File: src/rtl/pccm_ctrl_n_if.sv
// pccm_ctrl_n_if: NIOS PIO command/status plus CPU-array sync/halt/continue bundle.
interface pccm_ctrl_n_if #(
    parameter int NUM_CPU = 4
);
    logic [3:0]         pccm_ctl_con_export;
    logic [3:0]         pccm_rsp_con_export;
    logic [NUM_CPU-1:0] cpu_mask;
    logic [NUM_CPU-1:0] cpu_sync;
    logic [NUM_CPU-1:0] cpu_halt;
    logic [NUM_CPU-1:0] cpu_continue;
    logic               int_reset;
    logic               int_init;
    logic [15:0]        barrier_cnt;

    modport master (
        output pccm_ctl_con_export, cpu_mask, cpu_sync, cpu_halt,
        input  pccm_rsp_con_export, int_reset, int_init, cpu_continue, barrier_cnt
    );

    modport slave (
        input  pccm_ctl_con_export, cpu_mask, cpu_sync, cpu_halt,
        output pccm_rsp_con_export, int_reset, int_init, cpu_continue, barrier_cnt
    );
endinterface

File: src/rtl/pccm_ctrl_n.sv
// pccm_ctrl_n: multi-core PCCM controller with timed init/reset, barrier release, halt detection and watchdog.
module pccm_ctrl_n #(
    parameter int NUM_CPU      = 4,
    parameter int INIT_CYCLES  = 256,
    parameter int RESET_CYCLES = 4,
    parameter int WDOG_CYCLES  = 65535
) (
    input logic          clk,
    input logic          reset,
    pccm_ctrl_n_if.slave bus
);
    typedef enum logic [2:0] {IDLE, INIT, START, RUNNING, DONE, ERROR, RESETTING, RESETED} state_t;

    localparam logic [3:0] CMD_ABORT  = 4'd1;
    localparam logic [3:0] CMD_GO     = 4'd2;
    localparam logic [3:0] CMD_RESET  = 4'd5;
    localparam logic [3:0] CMD_CLRERR = 4'd6;

    function automatic logic [3:0] rsp_of(input state_t s);
        return s == IDLE ? 4'd1 : s == DONE ? 4'd3 : s == ERROR ? 4'd4 : s == RESETED ? 4'd5 : 4'd2;
    endfunction

    state_t             state;
    logic [NUM_CPU-1:0] mask_q;
    logic [NUM_CPU-1:0] halt_q;
    logic               sync_all_q;
    logic [31:0]        cnt;
    logic [31:0]        wd;
    logic [3:0]         cmd;
    logic               sync_all;
    logic               halt_all;
    logic               sync_rise;
    logic               wd_clr;
    logic               wd_hit;

    assign cmd       = bus.pccm_ctl_con_export;
    assign sync_all  = &(bus.cpu_sync | ~mask_q);
    assign halt_all  = &(bus.cpu_halt | ~mask_q);
    assign sync_rise = sync_all & ~sync_all_q;
    assign wd_clr    = cmd == CMD_GO || sync_rise || bus.cpu_halt != halt_q;
    // Watchdog fires on the WDOG_CYCLES-th consecutive idle RUNNING cycle; 0 disables it.
    assign wd_hit    = WDOG_CYCLES != 0 && !wd_clr && wd == 32'(WDOG_CYCLES - 1);

    always_ff @(posedge clk) halt_q <= bus.cpu_halt;

    always_ff @(posedge clk) begin
        if (reset) begin
            state                   <= IDLE;
            bus.pccm_rsp_con_export <= 4'd1;
            bus.int_reset           <= 1'b0;
            bus.int_init            <= 1'b0;
            bus.cpu_continue        <= '0;
            bus.barrier_cnt         <= '0;
            mask_q                  <= '0;
            sync_all_q              <= 1'b0;
            cnt                     <= '0;
            wd                      <= '0;
        end else begin
            bus.cpu_continue <= '0;
            wd               <= wd_clr ? '0 : wd + 32'(state == RUNNING);
            case (state)
                IDLE: if (cmd == CMD_GO) begin
                    state                   <= INIT;
                    bus.pccm_rsp_con_export <= rsp_of(INIT);
                    bus.int_init            <= 1'b1;
                    bus.barrier_cnt         <= '0;
                    mask_q                  <= bus.cpu_mask;
                    cnt                     <= '0;
                end
                INIT: if (cnt == 32'(INIT_CYCLES - 1)) begin
                    state                   <= START;
                    bus.pccm_rsp_con_export <= rsp_of(START);
                    bus.int_init            <= 1'b0;
                    bus.cpu_continue        <= mask_q;
                end else begin
                    cnt <= cnt + 32'd1;
                end
                START: begin
                    sync_all_q              <= sync_all;
                    state                   <= RUNNING;
                    bus.pccm_rsp_con_export <= rsp_of(RUNNING);
                end
                RUNNING: begin
                    sync_all_q <= sync_all;
                    // Halt outranks a same-cycle barrier: no release pulse, no count.
                    if (halt_all) begin
                        state                   <= DONE;
                        bus.pccm_rsp_con_export <= rsp_of(DONE);
                    end else if (sync_rise) begin
                        bus.cpu_continue <= mask_q;
                        bus.barrier_cnt  <= bus.barrier_cnt + 16'(bus.barrier_cnt != 16'hFFFF);
                    end else if (wd_hit) begin
                        state                   <= ERROR;
                        bus.pccm_rsp_con_export <= rsp_of(ERROR);
                    end
                end
                ERROR: if (cmd == CMD_CLRERR) begin
                    state                   <= IDLE;
                    bus.pccm_rsp_con_export <= rsp_of(IDLE);
                end
                RESETTING: if (cnt == 32'(RESET_CYCLES - 1)) begin
                    state                   <= RESETED;
                    bus.pccm_rsp_con_export <= rsp_of(RESETED);
                    bus.int_reset           <= 1'b0;
                end else begin
                    cnt <= cnt + 32'd1;
                end
                default: ;
            endcase
            if (cmd == CMD_RESET) begin
                state                   <= RESETTING;
                bus.pccm_rsp_con_export <= rsp_of(RESETTING);
                bus.int_reset           <= 1'b1;
                bus.int_init            <= 1'b0;
                bus.cpu_continue        <= '0;
                cnt                     <= '0;
            end else if (cmd == CMD_ABORT) begin
                state                   <= IDLE;
                bus.pccm_rsp_con_export <= rsp_of(IDLE);
                bus.int_reset           <= 1'b0;
                bus.int_init            <= 1'b0;
                bus.cpu_continue        <= '0;
            end
        end
    end
endmodule

File: src/flat_wrapper.sv
// flat-port wrapper written by rule: the top's interface ports become plain ports
module pccm_ctrl_n_flat 
#(
    parameter int NUM_CPU      = 4,
    parameter int INIT_CYCLES  = 256,
    parameter int RESET_CYCLES = 4,
    parameter int WDOG_CYCLES  = 65535
)
  (clk, reset, bus_pccm_ctl_con_export, bus_cpu_mask, bus_cpu_sync, bus_cpu_halt, bus_pccm_rsp_con_export, bus_int_reset, bus_int_init, bus_cpu_continue, bus_barrier_cnt);
  pccm_ctrl_n_if #(.NUM_CPU(NUM_CPU)) bus_i ();
  input logic clk;
  input logic reset;
  input wire logic [$bits(bus_i.pccm_ctl_con_export)-1:0] bus_pccm_ctl_con_export;
  input wire logic [$bits(bus_i.cpu_mask)-1:0] bus_cpu_mask;
  input wire logic [$bits(bus_i.cpu_sync)-1:0] bus_cpu_sync;
  input wire logic [$bits(bus_i.cpu_halt)-1:0] bus_cpu_halt;
  output wire logic [$bits(bus_i.pccm_rsp_con_export)-1:0] bus_pccm_rsp_con_export;
  output wire logic [$bits(bus_i.int_reset)-1:0] bus_int_reset;
  output wire logic [$bits(bus_i.int_init)-1:0] bus_int_init;
  output wire logic [$bits(bus_i.cpu_continue)-1:0] bus_cpu_continue;
  output wire logic [$bits(bus_i.barrier_cnt)-1:0] bus_barrier_cnt;
  assign bus_i.pccm_ctl_con_export = bus_pccm_ctl_con_export;
  assign bus_i.cpu_mask = bus_cpu_mask;
  assign bus_i.cpu_sync = bus_cpu_sync;
  assign bus_i.cpu_halt = bus_cpu_halt;
  assign bus_pccm_rsp_con_export = bus_i.pccm_rsp_con_export;
  assign bus_int_reset = bus_i.int_reset;
  assign bus_int_init = bus_i.int_init;
  assign bus_cpu_continue = bus_i.cpu_continue;
  assign bus_barrier_cnt = bus_i.barrier_cnt;
  pccm_ctrl_n #(.NUM_CPU(NUM_CPU), .INIT_CYCLES(INIT_CYCLES), .RESET_CYCLES(RESET_CYCLES), .WDOG_CYCLES(WDOG_CYCLES)) u_core (.clk(clk), .reset(reset), .bus(bus_i));
endmodule
File: config.mk
export PLATFORM = sky130hd
export DESIGN_NAME = pccm_ctrl_n_flat
export DESIGN_NICKNAME = d
export VERILOG_FILES = /design/src/rtl/pccm_ctrl_n_if.sv /design/src/rtl/pccm_ctrl_n.sv /design/src/flat_wrapper.sv
export SDC_FILE = /design/constraint.sdc
export NUM_CORES = 1
export LEC_CHECK = 0
export BUFFER_PORTS_ARGS = -buffer_cell sky130_fd_sc_hd__buf_4
export CAP_MARGIN = 20
export CORE_AREA = 4 4 111 123
export CTS_BUF_LIST = sky130_fd_sc_hd__clkbuf_4 sky130_fd_sc_hd__clkbuf_8
export DETAILED_ROUTE_END_ITERATION = 16
export DIE_AREA = 0 0 115 127
export PLACE_DENSITY = 0.68
export SYNTH_ARGS = -nofsm -noshare
export SYNTH_HDL_FRONTEND = slang
export SYNTH_SLANG_ARGS = --single-unit
File: constraint.sdc
create_clock -name clk -period 6.17 [get_ports clk]
set_input_delay 1.851 -clock clk [delete_from_list [all_inputs] [get_ports clk]]
set_output_delay 1.851 -clock clk [all_outputs]
set_load 0.05 [all_outputs]
==> summary.md <==
| Metric | Value |
|---|---|
| Status | `completed` |
| Final setup vio count | `0` |
| DRT Pass-1 Iters | `5` |
| Worst vdd ir | `116 uV` |
| Share of async-settable or async-resettable flops after synthesis | `0%` |
| Post-Syn Nets | `606` |
| # port buffers | `42` |
| Combinational Power Share | `12.9%` |
| First-pass GRT wire length | `18500 um` |
| Net switching power | `363 uW` |
| CP Max Fanout | `31` |
| Synth Flop Type | `dfxtp_1` |
| Post-route ant nets | `0` |
| Hold WC Path Type | `reg -> reg` |
| Share of layout cells above drive strength 1 | `12.8%` |
| Crit-path cells | `buf_4 > or4b_2 > nor3_2 > or2_2 > nand2b_1 > buf_4 > nor2_1` |
| Cell row count | `43` |
| Clock buffer depth | `2` |
| CTS root buffer | `clkbuf_8` |
| Period utilization | `63.0%` |
| Crit. End Element | `flop` |
| RR Endpoint | `u_core.wd[26]` |
| Die Y | `127 um` |
| Switching share of total power | `27.8%` |
| Clock network power share | `34.0%` |
| Post-synth top area cell | `dfxtp_1` |
| Final Wtd Congestion | `0.871` |
| Nets | `642` |
| Avg WL per Cell | `14.0 um` |
| CP max stage delay | `0.71 ns` |
| CTS hold repair buffers | `0` |
| Initial antenna violation count | `0` |
| # Post-CTS Setup Buffers | `0` |
| Largest net degree at the start of global routing | `33` |
| Post-CTS sizing | `0` |
| Vias in the first global route | `4042` |
| Relative slew slack | `33.5%` |
| Mapped Area | `4890 um^2` |
| Clock Skew | `0.0153 ns` |
| Unrepaired setup endpoints after global routing | `no` |
| Compound-gate portion of the synthesized area | `11.2%` |
| XOR/XNOR Fraction of Synth Area | `11.3%` |
| Simple-Gate Fraction of Synth Area | `29.6%` |
| DP HPWL | `7830 um` |
| Initial drt markers | `291` |
| Post-synthesis adder-cell area fraction | `1.28%` |
| Overflow after GRT | `0` |
| Clk Latency, worst-skew pair | `0.38 ns` |
| Via/cell ratio | `5.40` |
| CP endpoint | `u_core.cnt[17]` |
| Final hold vios | `0` |
| CP Class | `in -> reg` |
| CP max stage cell | `or4b_2` |
| Placed Cells | `763` |
| Synth area leaders | `dfxtp_1 41%, nor2_1 6.8%, xnor2_1 6.1%` |
| Static Leak | `1.90 nW` |
| Clk sinks | `101` |
| EDFF count, synth | `0` |
| Die area | `14600 um^2` |
| Post-synthesis mux area share | `1.33%` |
| Post-synthesis register bit count | `101` |
| Sequential share of the synthesized area | `41.4%` |
| TritonCTS buffer count | `9` |
| Initial core utilization | `39.2%` |
| Design Power | `1.30 mW` |
| Seq pwr share | `53.1%` |
| Period minus WS final | `3.89 ns` |
| Setup TNS | `0 ns` |
| Hold_ws | `0.484 ns` |
| CP arrival | `4.13 ns` |
| Number of H-tree levels | `3` |
| Non-filler cells in the finished layout | `781` |
| Critical Path Source | `bus_pccm_ctl_con_export[0]` |
| Post-synth cell types | `64` |
| Cells after synthesis | `583` |
| Overall Global Routing Usage | `15.2%` |
| Synth top area share | `41.4%` |
| Worst reg2reg path startpoint | `u_core.state[0]` |
| Layout area overhead | `13.7%` |
| Data required, critical path | `6.41 ns` |
| Worst-Margin Slew | `0.972 ns` |
| Core footprint | `12500 um^2` |
| Via Count | `4219` |
| R2r worst-path depth | `9` |
| Ports | `44` |
| Most frequent cell after synthesis | `dfxtp_1` |
| Peak Freq | `257 MHz` |
| Synth Area per Inst | `8.39 um^2` |
| Ys Warns | `0` |
| Core Util, Final | `44.5%` |
| Crit path launch type | `input pin` |
| Internal power | `939 uW` |
| Residual DRC | `0` |
| Reg clk slew, reported paths | `0.09 ns` |
| Max-slew violations | `0` |
| Most frequent CP cell | `buf_4` |
| Most common library cells after synthesis | `101 x dfxtp_1, 89 x nor2_1, 37 x nand2_1` |
| Ant. Diodes | `0` |
| CTS tree | `yes` |
| Flop2flop setup slack | `2.87 ns` |
| Max Cap Viol | `0` |
| Power per cell area | `234 nW/um^2` |
| Die Width | `115 um` |
| DRT Wirelength | `11000 um` |
| Largest family of logic cells by synthesized area | `simple AND/OR/NAND/NOR gates` |
[worst max-delay path: cells and delay by family]
| kind | cells | cell delay (ns) |
|---|---|---|
| buffers and inverters | 2 | 0.45 |
| and+or+nand+nor | 5 | 1.81 |
[layout make-up]
| class | count | area, um^2 |
|---|---|---|
| clock buffer | 12 | 153 |
| tap | 157 | 196 |
| clock inverter | 4 | 56.3 |
| fill | 1230 | 6920 |
| multi-input combinational | 434 | 2680 |
| sequential | 101 | 2020 |
| timing repair buffer | 45 | 349 |
| inverter | 28 | 105 |
[placed cells by master, fill, tap and decap left out, types with 2 or more instances in the layout]
cell type | synthesis | final
a31o_2 | 4 | 4
clkinv_4 | 0 | 2
o21bai_1 | 2 | 2
clkbuf_4 | 0 | 2
o21ai_0 | 18 | 18
a22oi_1 | 2 | 2
nor3_1 | 11 | 11
xor2_1 | 29 | 29
nand2_1 | 37 | 37
nor2_1 | 89 | 89
xnor2_1 | 34 | 34
a21oi_1 | 27 | 27
a211o_1 | 2 | 2
and4_1 | 7 | 7
or2_1 | 2 | 2
o2111ai_1 | 4 | 4
and3_1 | 14 | 14
nor4_1 | 18 | 18
nand3_1 | 32 | 32
or2_2 | 2 | 2
and2_1 | 7 | 7
mux2i_1 | 5 | 5
a2111oi_0 | 4 | 4
clkbuf_8 | 0 | 10
a211oi_1 | 2 | 2
buf_4 | 1 | 43
nand4_1 | 15 | 15
ha_1 | 5 | 5
inv_1 | 28 | 28
or4_1 | 5 | 5
nor4b_1 | 2 | 2
or3_1 | 13 | 13
dfxtp_1 | 101 | 101
nand2b_1 | 9 | 9
o211ai_1 | 2 | 2
nor2b_1 | 2 | 2
nor4bb_1 | 2 | 2
[power by group through the flow]
stage               sequential [mW]  clock [mW]  combinational [mW]
finish                        0.691       0.443               0.167
global route                  0.695       0.483               0.184
CTS                           0.690       0.456               0.167
detailed placement            0.706           0               0.166
global placement              0.706           0               0.164
floorplan                     0.719           0               0.106
[registers in the layout, summed over array words and instances (netlist names)]
name and cells:
u_core.bus.barrier_cnt 16, u_core.sync_all_q 1, u_core.wd 32, u_core.bus.int_init 1, u_core.halt_q 4, u_core.bus.pccm_rsp_con_export 3, u_core.state 3, u_core.bus.cpu_continue 4
u_core.cnt 32, u_core.bus.int_reset 1, u_core.mask_q 4
[through the flow]
stage	cell area (um^2)	setup WS, ns
after floorplan	4890	2.39
after global placement	5320	1.99
after detailed placement	5320	1.90
after CTS	5530	2.30
after global routing	5560	2.16
final	5560	2.28
[cells by family after synthesis]
group / Yosys count
mux: 6
flops: 101
buf+inv: 48
fa+ha+maj: 5
compound gates: 81
other cells: 1
xor+xnor: 63
simple gates: 278
[how the worst min path moves through the flow]
stage                     slack [ns]  cells after the start             start                    endpoint
final                           0.48                      2  u_core.mask_q[0]  u_core.bus.cpu_continue[0]
after global routing            0.51                      2  u_core.mask_q[1]  u_core.bus.cpu_continue[1]
after CTS                       0.49                      2  u_core.mask_q[0]  u_core.bus.cpu_continue[0]
after detailed placement        0.47                      2  u_core.mask_q[2]  u_core.bus.cpu_continue[2]
after global placement          0.46                      2  u_core.mask_q[2]  u_core.bus.cpu_continue[2]
after floorplan                 0.43                      2  u_core.mask_q[0]  u_core.bus.cpu_continue[0]
[routing by layer]
layer / up-vias / part of all wire (%) / wire [um] / track usage (%)
li1: 2117 / - / - / -
met3: 10 / 5.8 / 634 / 2.56
met5: - / 0 / 0 / 0
met4: 0 / 1.5 / 169 / 6.01
met2: 126 / 47 / 5210 / 25.2
met1: 1966 / 45 / 4960 / 19.8
No activity file was read; power rests on OpenSTA's default activity.
